### src/rtl/rrp_burst_arbiter.sv
// Round-robin burst arbiter merging FWFT source FIFOs into one output stream.
// Optional RRP_BURST_ARBITER_CH_TAG_EN: channel index in the DATA_OUT MSBs.

module rrp_burst_arbiter #(
  parameter int NCH          = 8,
  parameter int DW           = 32,
  parameter int BURST_LEN    = 4,
  parameter int HOLD_TIMEOUT = 255
) (
  input  logic                    BUS_CLK,
  input  logic                    nRST,
  input  logic [NCH-1:0]          CH_ENABLE,
  input  logic [NCH-1:0]          WRITE_REQ,
  input  logic [NCH-1:0]          HOLD_REQ,
  input  logic [NCH*DW-1:0]       DATA_IN,
  output logic [NCH-1:0]          READ_GRANT,
  input  logic                    READY_OUT,
  output logic                    WRITE_OUT,
  output logic [DW-1:0]           DATA_OUT,
  output logic [$clog2(NCH)-1:0]  GRANT_CH,
  output logic                    HOLD_TIMEOUT_ERR
);

  localparam int GW = $clog2(NCH);
  localparam int BW = (BURST_LEN > 1) ? $clog2(BURST_LEN) : 1;
  localparam int TW = (HOLD_TIMEOUT > 1) ? $clog2(HOLD_TIMEOUT) : 1;
  localparam logic [BW-1:0] BURST_LAST = BW'(BURST_LEN - 1);
  localparam logic [TW-1:0] IDLE_LAST  = TW'(HOLD_TIMEOUT - 1);

  typedef enum logic {
    IDLE,
    BURST
  } state_t;

  state_t          state_q, state_d;
  logic [GW-1:0]   grant_q, grant_d;
  logic [GW-1:0]   last_q, last_d;
  logic [BW-1:0]   burst_q, burst_d;
  logic [TW-1:0]   idle_q, idle_d;
  logic            wout_q;
  logic [DW-1:0]   dout_q;

  logic [NCH-1:0]  req;
  logic [GW-1:0]   pick;
  logic [GW-1:0]   scan;
  logic            found;
  logic            wreq_g;
  logic            en_g;
  logic            hold_g;
  logic            rd;
  logic            idle_tick;
  logic            timeout;
  logic            rel;
  logic [DW-1:0]   sel_word;
  logic [DW-1:0]   word_d;

  assign req = WRITE_REQ & CH_ENABLE;

  // first requester strictly after last_served, wrapping
  always_comb begin
    pick  = last_q;
    found = 1'b0;
    scan  = '0;
    for (int k = 1; k <= NCH; k++) begin
      scan = GW'((int'(last_q) + k) % NCH);
      if (!found && req[scan]) begin
        found = 1'b1;
        pick  = scan;
      end
    end
  end

  assign wreq_g = WRITE_REQ[grant_q];
  assign en_g   = CH_ENABLE[grant_q];
  assign hold_g = HOLD_REQ[grant_q];

  assign rd = (state_q == BURST) & wreq_g & READY_OUT & en_g;

  // a stalled cycle (READY_OUT low) never counts toward the timeout
  assign idle_tick = (state_q == BURST) & hold_g & READY_OUT & ~rd;
  assign timeout   = idle_tick & en_g & (idle_q == IDLE_LAST);

  assign rel = !en_g
             || (rd && (burst_q == BURST_LAST) && !hold_g)
             || (!wreq_g && !hold_g)
             || timeout;

  assign READ_GRANT = rd
    ? ({{(NCH-1){1'b0}}, 1'b1} << grant_q)
    : '0;
  assign HOLD_TIMEOUT_ERR = timeout;

  assign sel_word = DATA_IN[int'(grant_q)*DW +: DW];

`ifdef RRP_BURST_ARBITER_CH_TAG_EN
  assign word_d = {grant_q, sel_word[DW-GW-1:0]};
`else
  assign word_d = sel_word;
`endif

  always_comb begin
    state_d = state_q;
    grant_d = grant_q;
    last_d  = last_q;
    burst_d = burst_q;
    idle_d  = idle_q;
    unique case (state_q)
      IDLE: begin
        if (|req) begin
          state_d = BURST;
          grant_d = pick;
          burst_d = '0;
          idle_d  = '0;
        end
      end
      BURST: begin
        unique case (1'b1)
          rd: begin
            idle_d = '0;
            if (burst_q != BURST_LAST)
              burst_d = burst_q + 1'b1;
          end
          idle_tick: begin
            if (idle_q != IDLE_LAST)
              idle_d = idle_q + 1'b1;
          end
          default: ;
        endcase
        if (rel) begin
          state_d = IDLE;
          last_d  = grant_q;
        end
      end
      default: state_d = IDLE;
    endcase
  end

  always_ff @(posedge BUS_CLK or negedge nRST) begin
    if (!nRST) begin
      state_q <= IDLE;
      grant_q <= '0;
      last_q  <= GW'(NCH - 1);
      burst_q <= '0;
      idle_q  <= '0;
      wout_q  <= 1'b0;
      dout_q  <= '0;
    end else begin
      state_q <= state_d;
      grant_q <= grant_d;
      last_q  <= last_d;
      burst_q <= burst_d;
      idle_q  <= idle_d;
      wout_q  <= rd;
      if (rd)
        dout_q <= word_d;
    end
  end

  assign WRITE_OUT = wout_q;
  assign DATA_OUT  = dout_q;
  assign GRANT_CH  = grant_q;

endmodule

### config.mk
export PLATFORM = sky130hd
export DESIGN_NAME = rrp_burst_arbiter
export DESIGN_NICKNAME = d
export VERILOG_FILES = /design/src/rtl/rrp_burst_arbiter.sv
export SDC_FILE = /design/constraint.sdc
export NUM_CORES = 1
export LEC_CHECK = 0
export CAP_MARGIN = 20
export CORE_AREA = 2 2 128 130
export DETAILED_ROUTE_END_ITERATION = 8
export DIE_AREA = 0 0 130 132
export DONT_BUFFER_PORTS = 1
export PLACE_DENSITY = 0.56
export REMOVE_ABC_BUFFERS = 1
export SETUP_SLACK_MARGIN = 0.1
export SYNTH_ARGS = -nofsm -noshare
export SYNTH_HDL_FRONTEND = slang
export SYNTH_SLANG_ARGS = --single-unit
export TNS_END_PERCENT = 5
### constraint.sdc
create_clock -name BUS_CLK -period 2.7 [get_ports BUS_CLK]
set_input_delay 0.405 -clock BUS_CLK [delete_from_list [all_inputs] [get_ports BUS_CLK]]
set_output_delay 0.405 -clock BUS_CLK [all_outputs]
set_load 0.01 [all_outputs]
---- Word level (Yosys, flattened, before mapping) ----
Index checks and enable logic that the tools add are counted.
storage, ports and cells
  flip-flop bits (word level) ............. 50
  output and inout port bits .............. 45
  logic and storage cells ................. 125
cells by class
  add/subtract/negate cells ............... 10
  $lt $le $gt $ge ......................... 9
  equal/unequal tests ..................... 9
  shift-type cells ........................ 2
  mux-type cells .......................... 49
  bitwise operators ....................... 11
  reduce and logical (&&, ||, !) cells .... 28
operator list
  kind                                                                           count
  256-bit by 9-bit indexed part select with 32-bit output                        1
  3-bit by 4-bit less-than comparator with 1-bit output (second input constant)  9
  1-bit binary-select mux with 3-bit select                                      11
  8-bit case mux with 2 select lines                                             2
  3-bit two-way mux                                                              8
  8-bit two-way mux                                                              3
  1-bit two-way mux                                                              20
  3-bit adder (second input constant)                                            4
  1-bit logical AND                                                              10
  1-bit zero test                                                                10
  8-bit by 1-bit adder with 8-bit output (second input constant)                 1
  1-bit bitwise AND                                                              8
  8-bit bitwise AND                                                              1
  8-bit == test (second input constant)                                          1
  8-bit != test (second input constant)                                          1
  8-bit OR reduction                                                             1
  1-bit by 3-bit left shift with 8-bit output (first input constant)             1
  3-bit by 1-bit adder with 3-bit output (second input constant)                 2
  3-bit by 2-bit adder with 3-bit output (second input constant)                 2
  2-bit two-way mux                                                              3
  3-bit AND reduction                                                            2
  2-bit by 1-bit != test with 1-bit output (second input constant)               2
  2-bit != test (second input constant)                                          2
  2-bit case mux with 2 select lines                                             1
  other kinds (8)                                                                12

---- Logic depth before layout (Yosys ltp) ----
  word-level depth ........................ 25
  depth in mapped cells ................... 11
  gate-level depth less buffers ........... 9

---- Worst setup path after synthesis ----
No wires, ideal clock.
  kind .................................... reg2reg
  start ................................... reg last_q[0]
  end ..................................... reg grant_q[2], in the netlist GRANT_CH[2]
  arrival ................................. 2,636 ps
  required time ........................... 2,559 ps
  setup slack ............................. -78 ps
  cell stages (with the launch flop) ...... 11
  path buffers ............................ 2
  clock period less this slack ............ 2,778 ps
  cells stage by stage .................... dfstp_2 buf_6 inv_4 buf_6 ha_1 inv_1 mux4_2 a211o_1 and3_1 o22ai_1 a31oi_1
on the way
  longest elaborated chain between the ends .. 25
  elaborated cells on any way between the ends .. 53
  those cells by class .................... add/sub (8); mux (31); reduce/logical (14)
RTL lines
  item                                       line  RTL
  start: declaration                         37    logic [GW-1:0] last_q, last_d;
  start signal: assignment                   142   last_q <= GW'(NCH - 1);
  start signal: assignment                   150   last_q <= last_d;
  3-bit by 1-bit adder with 3-bit output     65    scan = GW'((int'(last_q) + k) % NCH);
  1-bit binary-select mux with 3-bit select  66    if (!found && req[scan]) begin
  1-bit two-way mux (implied by the code)    66
  1-bit two-way mux                          66
  1-bit zero test                            66
  1-bit logical AND                          66
  1-bit two-way mux                          66
  1-bit zero test                            66
  (+9 left out)                              n/a
  1-bit logical AND                          66
  1-bit two-way mux                          66
  1-bit zero test                            66
  1-bit logical AND                          66
  1-bit two-way mux                          66
  1-bit zero test                            66
  1-bit logical AND                          66
  3-bit two-way mux (*)                      66
  end signal: assignment                     149   grant_q <= grant_d;
  end: declaration                           36    logic [GW-1:0] grant_q, grant_d;
Every way passes the cells marked *; elsewhere a longest branch is shown, timed or not. The select of a mux whose other input is x is not followed.
A chain may end at the register's enable or synchronous reset.

---- Worst setup path after layout ----
  start ................................... reg grant_q[0], in the netlist GRANT_CH[0]
  end ..................................... out HOLD_TIMEOUT_ERR
on the way
  longest elaborated chain between the ends .. 9
  elaborated cells on any way between the ends .. 15
  those cells by class .................... mux (6); bitwise (9)
RTL lines
  item                                       line  RTL
  1-bit binary-select mux with 3-bit select  73    assign wreq_g = WRITE_REQ[grant_q];
  1-bit two-way mux (implied by the code)    73
  1-bit bitwise AND (3 in series)            77    assign rd = (state_q == BURST) & wreq_g & READY_OUT & en_g;
  1-bit NOT                                  80    assign idle_tick = (state_q == BURST) & hold_g & READY_OUT & ~rd;
  1-bit bitwise AND                          80
  1-bit bitwise AND (*) (2 in series)        81    assign timeout = idle_tick & en_g & (idle_q == IDLE_LAST);
  end: declaration                           21    output logic HOLD_TIMEOUT_ERR
Marked as above.

==> flow_summary_export.csv <==
group,metric,value,unit
timing,fin_crit_sh,98.8,%
pwr,vdd_drop_max,495,uV
global_routing,overflow,0,
global_routing,antenna_found_initial,8,
timing,worst_pin_slew,0.658,ns
placement,hpwl,15800,um
worst_setup_path,crit_buf_inv,1,
synthesis,ys_seq_area_share,24.3,%
timing,setup_violations,0,
timing,rsz0062_at_grt,"yes",
timing,finalCriticalPeriod,2.67,ns
detailed_routing,routed_wl,19000,um
synthesis,synth_most_common_cell,"mux4_2",
global_routing,grt_pass1_vias,4381,
pwr,power_switching,3550,uW
pwr,switching_share,44.5,%
global_routing,grt_max_degree,66,
worst_setup_path,worst_setup_path_end_kind,"output port",
placement,place_inst,676,
synthesis,synth.top_cell.area_share,36.2,%
detailed_routing,drtIter0Drc,247,
pwr,intPower,4430,uW
pwr,powerDensity,1330,nW/um^2
detailed_routing,drc,0,
synthesis,synth_cells,456,
detailed_routing,drt-pass1-iter-count,4,
clock_tree,cts_sinks,50,
timing,slew_headroom,56.1,%
clock_tree,insertion_delay,0.30,ns
floorplan,die_x,130,um
worst_setup_path,crit_arrival,2.26,ns
placement,place_ws,-0.0449,ns
floorplan,io_pins,328,
worst_setup_path,cp_slowest_cell,"mux4_2",
timing,fin_tns_setup,0,ns
synthesis,yosysTopAreaCell,"mux4_2",
clock_tree,cts_made_buffers,5,
global_routing,grt_usage,21.9,%
pwr,pwr-share-seq,20.3,%
status,outcome,"finished clean",
worst_setup_path,crit_path_max_incr_delay,0.52,ns
floorplan,die-area,17200,um^2
synthesis,synthArstFlopShare,100,%
pwr,leakage,0.00231,uW
synthesis,ys_ff_latch,50,
detailed_routing,via_per_inst,6.09,
timing,fin_ws,0.0320,ns
floorplan,die_y,132,um
final_layout,nFillCells,1564,
detailed_routing,drt.antenna.violating_nets,0,
global_routing,grt_first_pass_wirelength,27800,um
timing,fin_skew,0.00807,ns
placement,gp_congestion,0.925,
detailed_routing,wire_per_inst,27.3,um
synthesis,synth_top_flop_cell,"dfrtp_1",
timing,hold_viol,0,
clock_tree,cts_tree,"done",
floorplan,coreArea,15700,um^2
worst_setup_path,path_max_fanout,5,
final_layout,area_delta_synth_final,16.5,%
synthesis,yosysWarnings,0,
synthesis,synth_area_per_cell,11.3,um^2
synthesis,synth.distinct_cells,59,
clock_tree,root_buffer,"clkbuf_16",
clock_tree,htreeDepth,2,
run,cap_violations,0,
min_path,hold_path.class,"reg -> reg",
worst_setup_path,crit_family,"multiplexers",
worst_setup_path,crit_chain,"mux4_2 -> mux2_4 -> and3_4 -> nand3b_4 -> nor3b_2 -> buf_4",
pwr,totalPowerFinal,7980,uW
final_layout,layoutNonFillerInstCount,698,
detailed_routing,vias,4252,
pwr,power.clock.fraction,9.7,%
pwr,combPwrFrac,70.0,%
floorplan,initial_core_util,32.9,%
synthesis,synth_edf_count,0,
worst_setup_path,cp-start-kind,"register",
worst_setup_path,worstPathRequired,2.30,ns
final_layout,nets,766,
timing,drv_slew,0,
worst_setup_path,crit_type,"reg -> out",
synthesis,syn_area,5160,um^2
timing,fmaxAchievable,0.375,GHz
clock_tree,cts_buffer_depth,2,
placement,io_buffers,0,
synthesis,yosys-top-cells-count,"mux4_2, dfrtp_1, nor2_1",
final_layout,drive_gt1_share,37.8,%
synthesis,synth_area_leaders,"mux4_2, dfrtp_1, mux2i_1",
floorplan,rows,46,
clock_tree,clk_pin_slew_worst_paths,0.08,ns
[worst paths after layout]
| path | startpoint | slack [ns] | depth (start not counted) | end |
|---|---|---|---|---|
| worst max-delay path | GRANT_CH[0] | 0.03 | 6 | HOLD_TIMEOUT_ERR |
| worst min-delay path | idle_q[7] | 0.49 | 1 | idle_q[7] |
| worst max register to register | last_q[1] | 0.13 | 7 | GRANT_CH[0] |
| worst min register to register | idle_q[7] | 0.49 | 1 | idle_q[7] |
| max in group asynchronous | nRST | 1.75 | 2 | last_q[2] |
| min in group asynchronous | nRST | 0.61 | 2 | burst_q[0] |
[layout make-up]
| type | instances | area [um^2] | share of cell area, % |
|---|---|---|---|
| antenna | 3 | 7.51 | 0.125 |
| clock buffer | 5 | 125 | 2.08 |
| clock inverter | 3 | 48.8 | 0.811 |
| inverter | 11 | 43.8 | 0.728 |
| multi-input combinational | 358 | 3820 | 63.5 |
| sequential | 50 | 1260 | 21.0 |
| tap | 216 | 270 | 4.49 |
| timing repair buffer | 52 | 440 | 7.32 |
[logic make-up after synthesis]
logic type | count (synthesis) | synth area share [%]
adder cells (fa/ha/maj) | 5 | 1.21
multiplexers | 127 | 45.0
AND/OR/NAND/NOR | 124 | 12.2
AO/OA/AOI/OAI | 99 | 12.1
buffers and inverters | 48 | 4.53
flip-flops | 50 | 24.3
XOR/XNOR | 3 | 0.654
[worst reg2reg max path, stage by stage (launching register included)]
cell and delay [ns]:
dfstp_2 0.60, buf_4 0.16, mux4_2 0.52, mux2_2 0.38
nor2b_1 0.20, a311oi_2 0.34, xnor2_1 0.18, o21ai_1 0.08
[routing by layer]
metal  vias to the layer above  track usage, %  share of wire, %
met5                         -               0              0.41
met4                        12            5.50               1.6
met3                        31            9.05                10
met2                       203            35.1                48
met1                      2142            27.4                39
li1                       1864               -                 -
[registers in the layout (all words and copies together) (netlist names)]
| register | count |
|---|---|
| state_q | 1 |
| DATA_OUT | 32 |
| GRANT_CH | 3 |
| idle_q | 8 |
| WRITE_OUT | 1 |
| last_q | 3 |
| burst_q | 2 |
[through the flow]
step,util (%),cell area (um^2),hold slack [ns]
after floorplan,-,4970,0.109
after global placement,35.5,5580,0.111
after detailed placement,35.5,5580,0.111
after CTS,37.4,5880,0.455
after global routing,38.3,6010,0.516
final,38.3,6020,0.493
[power by group through the flow]
stage,registers (uW),logic [uW],clock network (uW)
floorplan,1950,3390,0
global placement,1650,5020,0
detailed placement,1660,5060,0
CTS,1640,5250,802
global route,1700,6070,827
finish,1620,5590,772
[layout by cell type, fill, tap and decap left out, types with 6 or more instances in the layout]
master / count
nand2_1: 26
buf_4: 45
mux2i_1: 35
nand3_1: 10
o31ai_1: 6
mux4_2: 83
and2_1: 9
o21ai_0: 17
nor2_1: 42
a21oi_1: 41
dfrtp_1: 44
inv_1: 8
[repair_timing]
| item | 4_1_cts | 5_1_grt |
|---|---|---|
| pin swaps | 3 | 10 |
| endpoints found under the hold margin | 50 | 0 |
| gates resized for setup | 7 | 24 |
| setup endpoints to repair | 10 | 12 |
| hold buffers | 2 | 0 |
| buffers inserted | 8 | 1 |
Note: power is estimated with default switching activity, not from simulation.
